**config.mk**
```make
export PLATFORM = sky130hd
export DESIGN_NAME = handshake_demux_buf
export DESIGN_NICKNAME = d
export VERILOG_FILES = /design/src/rtl/handshake_pkg.sv /design/src/rtl/handshake_reg_slice.sv /design/src/rtl/handshake_demux_buf.sv
export SDC_FILE = /design/constraint.sdc
export NUM_CORES = 1
export LEC_CHECK = 0
export ABC_AREA = 1
export CORE_AREA = 5 5 84 86
export DETAILED_ROUTE_END_ITERATION = 10
export DIE_AREA = 0 0 89 91
export DONT_BUFFER_PORTS = 1
export PLACE_DENSITY = 0.53
export SYNTH_ARGS = -nofsm -noshare
export SYNTH_HDL_FRONTEND = slang
export SYNTH_SLANG_ARGS = --single-unit
```
**constraint.sdc**
```tcl
create_clock -name clk -period 2.47 [get_ports clk]
set_input_delay 0.494 -clock clk [delete_from_list [all_inputs] [get_ports clk]]
set_output_delay 0.494 -clock clk [all_outputs]
set_load 0.03 [all_outputs]
```
**src/rtl/handshake_pkg.sv**
```systemverilog
// Shared constants and helpers for the handshake demux buffer.
// Optional macro: HANDSHAKE_DEMUX_BUF_ERR_CNT_EN (enables the err_cnt counter in the top).
package handshake_pkg;

    localparam int unsigned ERR_CNT_WIDTH = 16;

    // Select width; a single output still gets a 1-bit select.
    function automatic int unsigned sel_width(input int unsigned n);
        return (n > 1) ? int'($clog2(n)) : 1;
    endfunction

endpackage

```
**src/rtl/handshake_reg_slice.sv**
```systemverilog
// One-entry valid/ready register slot. Accepts a new token in the same cycle the held
// token drains, so a continuously ready consumer sees one token per cycle.
// Optional macro: HANDSHAKE_DEMUX_BUF_ERR_CNT_EN (not used in this file).
module handshake_reg_slice #(
    parameter int unsigned WIDTH = 32
) (
    input  logic             clk,
    input  logic             rst_n,
    input  logic             in_valid,
    output logic             in_ready,
    input  logic [WIDTH-1:0] in_data,
    output logic             out_valid,
    input  logic             out_ready,
    output logic [WIDTH-1:0] out_data
);

    logic             full_q;
    logic             full_d;
    logic             load;
    logic [WIDTH-1:0] data_q;

    // Slot is free when empty or draining this cycle; load wins over drain.
    always_comb begin
        in_ready = !full_q || out_ready;
        load     = in_valid && in_ready;
        full_d   = full_q;
        if (load) begin
            full_d = 1'b1;
        end else if (out_ready) begin
            full_d = 1'b0;
        end
    end

    // Occupancy flag, cleared asynchronously so out_valid drops at once.
    always_ff @(posedge clk or negedge rst_n) begin
        if (!rst_n) begin
            full_q <= 1'b0;
        end else begin
            full_q <= full_d;
        end
    end

    // Payload needs no reset; it holds the last loaded value while empty.
    always_ff @(posedge clk) begin
        if (load) begin
            data_q <= in_data;
        end
    end

    assign out_valid = full_q;
    assign out_data  = data_q;

endmodule

```
**src/rtl/handshake_demux_buf.sv**
```systemverilog
// Demultiplexes a data stream to NUM_OUTPUTS buffered outputs under control of a
// paired select stream. Out-of-range selects are consumed, dropped and flagged.
// Optional macro: HANDSHAKE_DEMUX_BUF_ERR_CNT_EN adds the saturating err_cnt output.
module handshake_demux_buf
    import handshake_pkg::*;
#(
    parameter int unsigned  NUM_OUTPUTS = 2,
    parameter int unsigned  WIDTH       = 32,
    localparam int unsigned SEL_WIDTH   = sel_width(NUM_OUTPUTS)
) (
    input  logic                         clk,
    input  logic                         rst_n,
    input  logic                         sel_valid,
    output logic                         sel_ready,
    input  logic [SEL_WIDTH-1:0]         sel_data,
    input  logic                         in_valid,
    output logic                         in_ready,
    input  logic [WIDTH-1:0]             in_data,
    output logic [NUM_OUTPUTS-1:0]       out_valid,
    input  logic [NUM_OUTPUTS-1:0]       out_ready,
    output logic [NUM_OUTPUTS*WIDTH-1:0] out_data,
`ifdef HANDSHAKE_DEMUX_BUF_ERR_CNT_EN
    output logic [ERR_CNT_WIDTH-1:0]     err_cnt,
`endif
    output logic                         err_oob
);

    logic [NUM_OUTPUTS-1:0] slot_free;
    logic [NUM_OUTPUTS-1:0] slot_load;
    logic                   sel_oob;
    logic                   target_free;
    logic                   fire;
    logic                   oob_fire;
    logic                   err_oob_q;

    // Both tokens fire together when the target slot can take data or the select is
    // out of range (which is always accepted and dropped). Nothing fires in reset.
    always_comb begin
        sel_oob     = 32'(sel_data) >= NUM_OUTPUTS;
        target_free = 1'b0;
        for (int unsigned i = 0; i < NUM_OUTPUTS; i++) begin
            if (32'(sel_data) == i) begin
                target_free = slot_free[i];
            end
        end
        fire     = rst_n && sel_valid && in_valid && (sel_oob || target_free);
        oob_fire = fire && sel_oob;
        slot_load = '0;
        for (int unsigned i = 0; i < NUM_OUTPUTS; i++) begin
            slot_load[i] = fire && !sel_oob && (32'(sel_data) == i);
        end
    end

    assign sel_ready = fire;
    assign in_ready  = fire;

    for (genvar g = 0; g < NUM_OUTPUTS; g++) begin : g_slot
        handshake_reg_slice #(
            .WIDTH(WIDTH)
        ) u_slice (
            .clk      (clk),
            .rst_n    (rst_n),
            .in_valid (slot_load[g]),
            .in_ready (slot_free[g]),
            .in_data  (in_data),
            .out_valid(out_valid[g]),
            .out_ready(out_ready[g]),
            .out_data (out_data[g*WIDTH +: WIDTH])
        );
    end

    // Sticky out-of-range flag, held until reset.
    always_ff @(posedge clk or negedge rst_n) begin
        if (!rst_n) begin
            err_oob_q <= 1'b0;
        end else if (oob_fire) begin
            err_oob_q <= 1'b1;
        end
    end

    assign err_oob = err_oob_q;

`ifdef HANDSHAKE_DEMUX_BUF_ERR_CNT_EN
    logic [ERR_CNT_WIDTH-1:0] err_cnt_q;

    // Saturating count of out-of-range events.
    always_ff @(posedge clk or negedge rst_n) begin
        if (!rst_n) begin
            err_cnt_q <= '0;
        end else if (oob_fire && (err_cnt_q != '1)) begin
            err_cnt_q <= err_cnt_q + 1'b1;
        end
    end

    assign err_cnt = err_cnt_q;
`endif

endmodule

```
* Yosys cells after proc, flatten, opt, wreduce, memory -nomap -nowiden *
Cells that the tools add are included.

storage, ports and cells
  bits of input ports = 39
  register bits = 66
  word-level logic and storage cells = 23

cells by class
  bitwise operators = 1
  reduce and logical (&&, ||, !) cells = 13
  multiplexer cells = 5

operators with widths
  cell                number
  1-bit logical AND   7
  1-bit 2-to-1 mux    5
  2-bit nonzero test  2
  1-bit zero test     2
  1-bit logical OR    2
  1-bit NOT           1

* Logic depth before layout (Yosys ltp) *
Gate-level depths: netlist of run 1.

  depth after elaboration = 7
  mapped depth = 5

* By module *
A second synthesis of run 1 with hierarchy kept.

second synthesis, totals
  cell total of the unflattened synthesis = 89
  area, all modules = 2077.0 um2

modules (own cells, without submodules)
  module               times used  area an instance (um2)  seq. area each (um2)  cells an instance
  handshake_reg_slice  2           1006.0                  985.9                 38
  handshake_demux_buf  1           65.1                    0.0                   13

* Worst setup path before layout of run 1 *
OpenSTA, ideal clock, no wires.

  path type = input -> register
  from = in sel_valid
  to = reg g_slot[1].u_slice.data_q[0] (enable)
  stages = 4
  path slack = -0.008 ns
  arrival = 2.056 ns
  required time = 2.049 ns
  path through = nand2_1 -> nor2_2 -> nand2_1 -> nor2_1

between the ends
  cells in the longest elaborated chain, start to end = 5

RTL lines
  element                          RTL line                   text
  start, declared                  handshake_demux_buf.sv:13  input logic sel_valid,
  1-bit logical AND (3 in series)  handshake_demux_buf.sv:46  fire = rst_n && sel_valid && in_valid && (sel_oob || target_free);
  1-bit logical AND                handshake_demux_buf.sv:50  slot_load[i] = fire && !sel_oob && (32'(sel_data) == i);
  1-bit logical AND                handshake_reg_slice.sv:25  load = in_valid && in_ready;
  end signal, assigned             handshake_reg_slice.sv:46  data_q <= in_data;
  end, declared                    handshake_reg_slice.sv:20  logic [WIDTH-1:0] data_q;

No other way between the ends.
A chain may end at the register's enable or synchronous reset.

* Worst setup path in the final report of run 1 *
  from = reg g_slot[1].u_slice.full_q
  to = out sel_ready

between the ends
  cells in the longest elaborated chain, start to end = 4

RTL lines
  element                 RTL line                   text
  start, declared         handshake_reg_slice.sv:17  logic full_q;
  start signal, assigned  handshake_reg_slice.sv:39  full_q <= full_d;
  1-bit zero test         handshake_reg_slice.sv:24  in_ready = !full_q || out_ready;
  1-bit logical OR        handshake_reg_slice.sv:24
  1-bit 2-to-1 mux        handshake_demux_buf.sv:42  if (32'(sel_data) == i) begin
  1-bit logical AND       handshake_demux_buf.sv:46
  end, declared           handshake_demux_buf.sv:14  output logic sel_ready,

No other way between the ends.

==> out/metrics.yaml, run 1 <==
drt:
  drc_errors: 0
  viasPerCell: 4.46
  via_count: 811
  drt_first_pass_iters: 4
  routedWlPerCell_um: 21.1
  totalWireLength_mm: 3.84
  ant_nets: 0
  drt_iter0_markers: 14
critical_path:
  crit_path_end_kind: "primary output"
  crit_path_max_fanout: 3
  rrSetupSlack_ns: 0.88
  cp_data_required_time_ns: 1.98
  reg2regPathDepth: 4
  slowest_delay_ns: 0.51
  cp-start-kind: "flip-flop"
  critPathKind: "reg -> out"
  crit_buf_inv: 1
  critPathArrivalTime_ns: 1.42
  crit_slowest_cell: "dfrtp_1"
  crit_family: "flip-flops"
  crit_chain: "nand3_1 -> nand2_1 -> nor2_1 -> buf_4"
  timing.rr.start: "g_slot[1].u_slice.out_valid"
  reg2reg_to: "g_slot[1].u_slice.out_data[1]"
finish:
  finalNetCount: 139
  seqCellArea_um2: 1970
  fill_cells: 572
  diodes: 0
  drive_gt1_frac: 0.190
  multi_input_area_um2: 68.8
  area_delta_synth_final_pct: 15.6
die:
  die_x_um: 89
  placementRows: 29
  die-area_um2: 8100
  io_pins: 108
  die_h_um: 91
  start_util: 0.336
  fp.coreArea_um2: 6200
timing:
  finalMaxSlewViolations: 0
  layout_min_cycle_time_ns: 1.91
  final-hold-violation-count: 0
  finalSetupViolations: 0
  max_freq_mhz: 523
  rsz0062_at_grt: "false"
  finalSetupTns_ns: 0
  min_period_over_period: 0.773
  skew_ns: 0.00642
placed_design:
  routabilityCongestion: 0.703
  dpl.hpwl_mm: 2.68
  port_buffers: 0
yosys:
  ys.flop_type: "edfxtp_1"
  ys_top_cells_by_count: "edfxtp_1 (64), inv_1 (5), buf_4 (4), nand2_1 (4)"
  ys_types: 10
  syn_inst: 89
  yosysWarnings: 0
  synth_area_leaders: "edfxtp_1 (92%), dfrtp_1 (2.4%), buf_4 (1.4%)"
  post_synth.cell_area_avg_um2: 23.4
  synth_top_area_cell: "edfxtp_1"
  synth_edf_count: 64
  synth_async_sr_flop_share: 0.0303
  synth_top_area_share: 0.923
  ys_ff_latch: 66
  synthesis.area_um2: 2080
  synth_fp_nets: 128
  yosysMostFrequentCell: "edfxtp_1"
  seq_area_frac_synth: 0.947
status:
  outcome: "finished clean"
clock_network:
  insertion_delay_ns: 0.32
  ctsHtreeMaxLevel: 3
  cts_sinks: 66
  clock_path_buffers: 2
  cts_buffers: 9
  hold_buffers: 1
  postCtsSetupBuffers: 0
  cts-resized-gates: 0
  cts_tree: "done"
  root_buffer: "clkbuf_8"
  clkSlewWorstSetupHoldPaths_ns: 0.07
worst_hold_path:
  holdPathEnd: "g_slot[1].u_slice.out_data[22]"
  hold_class: "in -> reg"
  min_path_cells: 0
  min-delay-start: "in_data[22]"
global_route:
  grt_usage: 0.101
  grt.overflow.total: 0
  grt_pass1_vias: 959
  antenna_found_initial: 0
  grt_max_degree: 33
  grt_first_pass_wirelength_mm: 5.54
flow_run:
  cap_violations: 0
pwr:
  total_power_mw: 2.30
  powerDensity_nw_per_um2: 957
  vdd_drop_max_uv: 371
  p_leak_nw: 0.790
[final cells by class]
cell class | count | area share
repair buffers | 4 | 0.0135
clock inverters | 7 | 0.0390
clock buffers | 9 | 0.0515
multi-input cells | 14 | 0.0286
inverters | 5 | 0.00780
flip-flops and latches | 66 | 0.820
well taps | 77 | 0.0400
[through the flow]
stage / instance area [um2] / cells / setup WS [ns] / hold slack [ns] / utilization
detailed placement: 2180 / 165 / 0.888 / 0.199 / 0.351
CTS: 2410 / 182 / 0.530 / 0.231 / 0.388
floorplan: 2080 / 89 / 0.521 / 0.198 / -
global route: 2410 / 182 / 0.430 / 0.229 / 0.388
finish: 2410 / 182 / 0.560 / 0.262 / 0.388
global placement: 2180 / 165 / 0.925 / 0.199 / 0.351
[worst register-to-register path, delay by kind of cell (launching register included)]
| family | cells | cell delay, ns |
|---|---|---|
| buf+inv | 1 | 0.38 |
| simple gates | 3 | 0.33 |
| flops | 1 | 0.51 |
[worst max path at each step]
| stage | start | to | slack [ns] | cells after the start |
|---|---|---|---|---|
| floorplan | sel_valid | g_slot[1].u_slice.out_data[0] | 0.52 | 4 |
| global placement | sel_valid | sel_ready | 0.92 | 5 |
| detailed placement | sel_valid | g_slot[1].u_slice.out_data[6] | 0.89 | 5 |
| CTS | g_slot[1].u_slice.out_valid | sel_ready | 0.53 | 4 |
| global route | g_slot[1].u_slice.out_valid | in_ready | 0.43 | 4 |
| finish | g_slot[1].u_slice.out_valid | sel_ready | 0.56 | 4 |
[cell usage in the layout, fill, tap and decap left out]
master / count
edfxtp_1: 64
clkbuf_8: 9
inv_1: 5
nand2_1: 4
nand3_1: 3
buf_4: 3
nor2_1: 2
o21ai_0: 2
bufinv_16: 2
clkinv_4: 2
dfrtp_1: 2
nor2_2: 1
nor2_4: 1
conb_1: 1
clkinv_1: 1
clkinv_2: 1
clkinvlp_4: 1
dlygate4sd3_1: 1
[flip-flops by register name, indices dropped and copies added (netlist names)]
signal and count:
g_slot.u_slice.out_data 64, g_slot.u_slice.out_valid 2
[layer usage]
layer  global-route usage  wire length (um)  vias up
li1                     -                 -      352
met1               0.0767              1140      393
met2                0.167              2120       61
met3               0.0769               536        5
met4               0.0707                53        0
met5                    0                 0        -
[cells by family after synthesis]
kind of cell / synth area share
DFF: 0.947
and+or+nand+nor: 0.0228
buffers and inverters: 0.0234
AOI/OAI and AO/OA: 0.00481
other: 0.00180
[where the power goes]
group	total, mW	switching [mW]	internal [mW]
Combinational	0.0269	0.0212	0.00565
Sequential	1.33	0.0653	1.26
Clock	0.949	0.383	0.566
Total	2.30	0.470	1.83
No activity file was read; power rests on OpenSTA's default activity.
==> run 2, diff against run 1 <==
Clock period 2.47 ns to 1.7 ns, I/O delays scaled along.
==> out/metrics.yaml, run 2 (synthesis results as in run 1) <==
clock_network:
  cts_tree: "done"
  postCtsSetupBuffers: 0  # unchanged
  root_buffer: "clkbuf_8"
  clock_path_buffers: 2  # unchanged
  cts_sinks: 66  # unchanged
  ctsHtreeMaxLevel: 3  # unchanged
  clkSlewWorstSetupHoldPaths_ns: 0.07  # about the same
  insertion_delay_ns: 0.33  # about the same
  cts_buffers: 9  # unchanged
pwr:
  vdd_drop_max_uv: 537  # +45%
  powerDensity_nw_per_um2: 1310  # +37%
  p_comb_frac: 0.015  # +0.003
  p_switching_mw: 0.667  # +42%
  swShare: 0.210  # +0.00620
  seq_power_share: 0.608  # +0.032
  power.internal_mw: 2.51  # +37%
  p_leak_nw: 0.779  # -1.4%
  pwr-share-clk: 0.377  # -0.035
timing:
  max_freq_mhz: 613
  min_period_over_period: 0.959
  layout_min_cycle_time_ns: 1.63
  finalSetupTns_ns: 0  # unchanged
  skew_ns: 0.00736  # +0.000939 ns
  finalMaxSlewViolations: 0  # unchanged
  finalSetupViolations: 0  # unchanged
  rsz0062_at_grt: "false"
  final-hold-violation-count: 0  # unchanged
  whs_ns: 0.103  # -0.160 ns
  setup_ws_ns: 0.0693  # -0.490 ns
finish:
  drive_gt1_frac: 0.240  # +0.0499
  finalNetCount: 139  # unchanged
  diodes: 0  # unchanged
  layout_common_cells: "edfxtp_1 (64), clkbuf_8 (9), inv_1 (5)"
  largest_reg_flops: 64  # unchanged
  area_delta_synth_final_pct: 16.5
  mostFrequentLayoutCell: "edfxtp_1"
worst_hold_path:
  hold_class: "in -> reg"
  min-delay-start: "in_data[17]"
  holdPathEnd: "g_slot[0].u_slice.out_data[17]"
  min_path_cells: 0  # unchanged
global_route:
  grt_usage: 0.105  # +0.00408
  grt_pass1_vias: 945  # -1.5%
  grt_max_degree: 33  # unchanged
  grt.overflow.total: 0  # unchanged
  antenna_found_initial: 0  # unchanged
  grt_first_pass_wirelength_mm: 5.64  # +1.9%
critical_path:
  timing.critical_path.from: "g_slot[1].u_slice.out_valid"
  rrSetupSlack_ns: 0.36  # -0.52 ns
  cp-start-kind: "flip-flop"
  crit_path_max_fanout: 3  # unchanged
  reg2reg_to: "g_slot[1].u_slice.out_data[4]"
  cp_data_required_time_ns: 1.36  # -0.62 ns
  timing.rr.start: "g_slot[1].u_slice.out_valid"
  crit_path_end_kind: "primary output"
  critPathKind: "reg -> out"
  critPathArrivalTime_ns: 1.29  # -0.13 ns
  reg2regPathDepth: 4  # unchanged
placed_design:
  preCtsSetupSlack_ns: 0.292  # -0.596 ns
  port_buffers: 0  # unchanged
  routabilityCongestion: 0.654  # -7.0%
drt:
  drc_errors: 0  # unchanged
  via_count: 808  # -0.37%
  totalWireLength_mm: 3.99  # +3.7%
  ant_nets: 0  # unchanged
  viasPerCell: 4.46  # +0.18%
  drt_iter0_markers: 16  # +2
  routedWlPerCell_um: 22.0  # +4.3%
  drt_first_pass_iters: 3  # -1
die:
  die-area_um2: 8100  # unchanged
  io_pins: 108  # unchanged
  die_x_um: 89  # unchanged
  start_util: 0.336  # unchanged
  die_h_um: 91  # unchanged
  placementRows: 29  # unchanged
  fp.coreArea_um2: 6200  # unchanged
status:
  outcome: "finished clean"
flow_run:
  cap_violations: 0  # unchanged
## run 2: cell types whose count changed in the layout (fill, tap and decap cells not counted), moves of 2 or more
| cell | delta |
|---|---|
| nor2_1 | -2 |
| nand2_2 | +2 |
| nand2_1 | -2 |
| dfrtp_1 | -2 |
| dfrtp_2 | +2 |
| buf_4 | -3 |
| buf_12 | +2 |
## run 2: cell type report
| class | count | area, um2 |
|---|---|---|
| clock inverter | 6 | 58.8 |
| timing repair buffer | 4 | 65.1 |
| inverter | 5 | 18.8 |
| multi-input combinational | 14 | 88.8 |
| sequential | 66 | 1970 |
| clock buffer | 9 | 124 |
| tap | 77 | 96.3 |
| fill | 574 | 3780 |
## run 2: repair_timing
item | in CTS | in global routing
setup endpoints to repair | 2 | 2
gates resized for setup | 6 | 4
pin swaps | 1 | 2
hold buffers | 1 | 0
endpoints found under the hold margin | 2 | 0
## run 2: stage by stage
stage,instance area (um2),power (mW),util,cells
5_1_grt,2430,3.31,0.391,181
3_5_place_dp,2200,2.01,0.355,165
3_3_place_gp,2200,2.00,0.355,165
2_1_floorplan,2090,1.99,-,89
6_report,2430,3.17,0.391,181
4_1_cts,2410,3.22,0.389,181
## run 2: worst max-delay path, cell delays in order, from the launching register on
cell and delay (ns):
dfrtp_2 0.49, nand3_2 0.11, nand2_2 0.09, nor2_4 0.11, buf_8 0.16
## run 2: power by group through the flow
stage | clock network, mW | logic (mW) | registers [mW]
floorplan | 0 | 0.0399 | 1.95
global placement | 0 | 0.0398 | 1.96
detailed placement | 0 | 0.0414 | 1.97
CTS | 1.25 | 0.0465 | 1.93
global route | 1.32 | 0.0521 | 1.93
finish | 1.20 | 0.0477 | 1.93
## run 2: layer usage
| layer | track usage | part of all wire |
|---|---|---|
| met1 | 0.0838 | 0.29 |
| met3 | 0.0833 | 0.13 |
| met4 | 0.0707 | 0.029 |
| met5 | 0 | 0 |
| met2 | 0.169 | 0.55 |
## run 2: worst max-delay path by stage
stage / end / slack, ns / cells past startpoint
CTS: sel_ready / 0.02 / 4
global route: in_ready / 0.004 / 4
finish: sel_ready / 0.07 / 4
global placement: in_ready / 0.32 / 4
detailed placement: sel_ready / 0.29 / 4
floorplan: sel_ready / 0.08 / 5
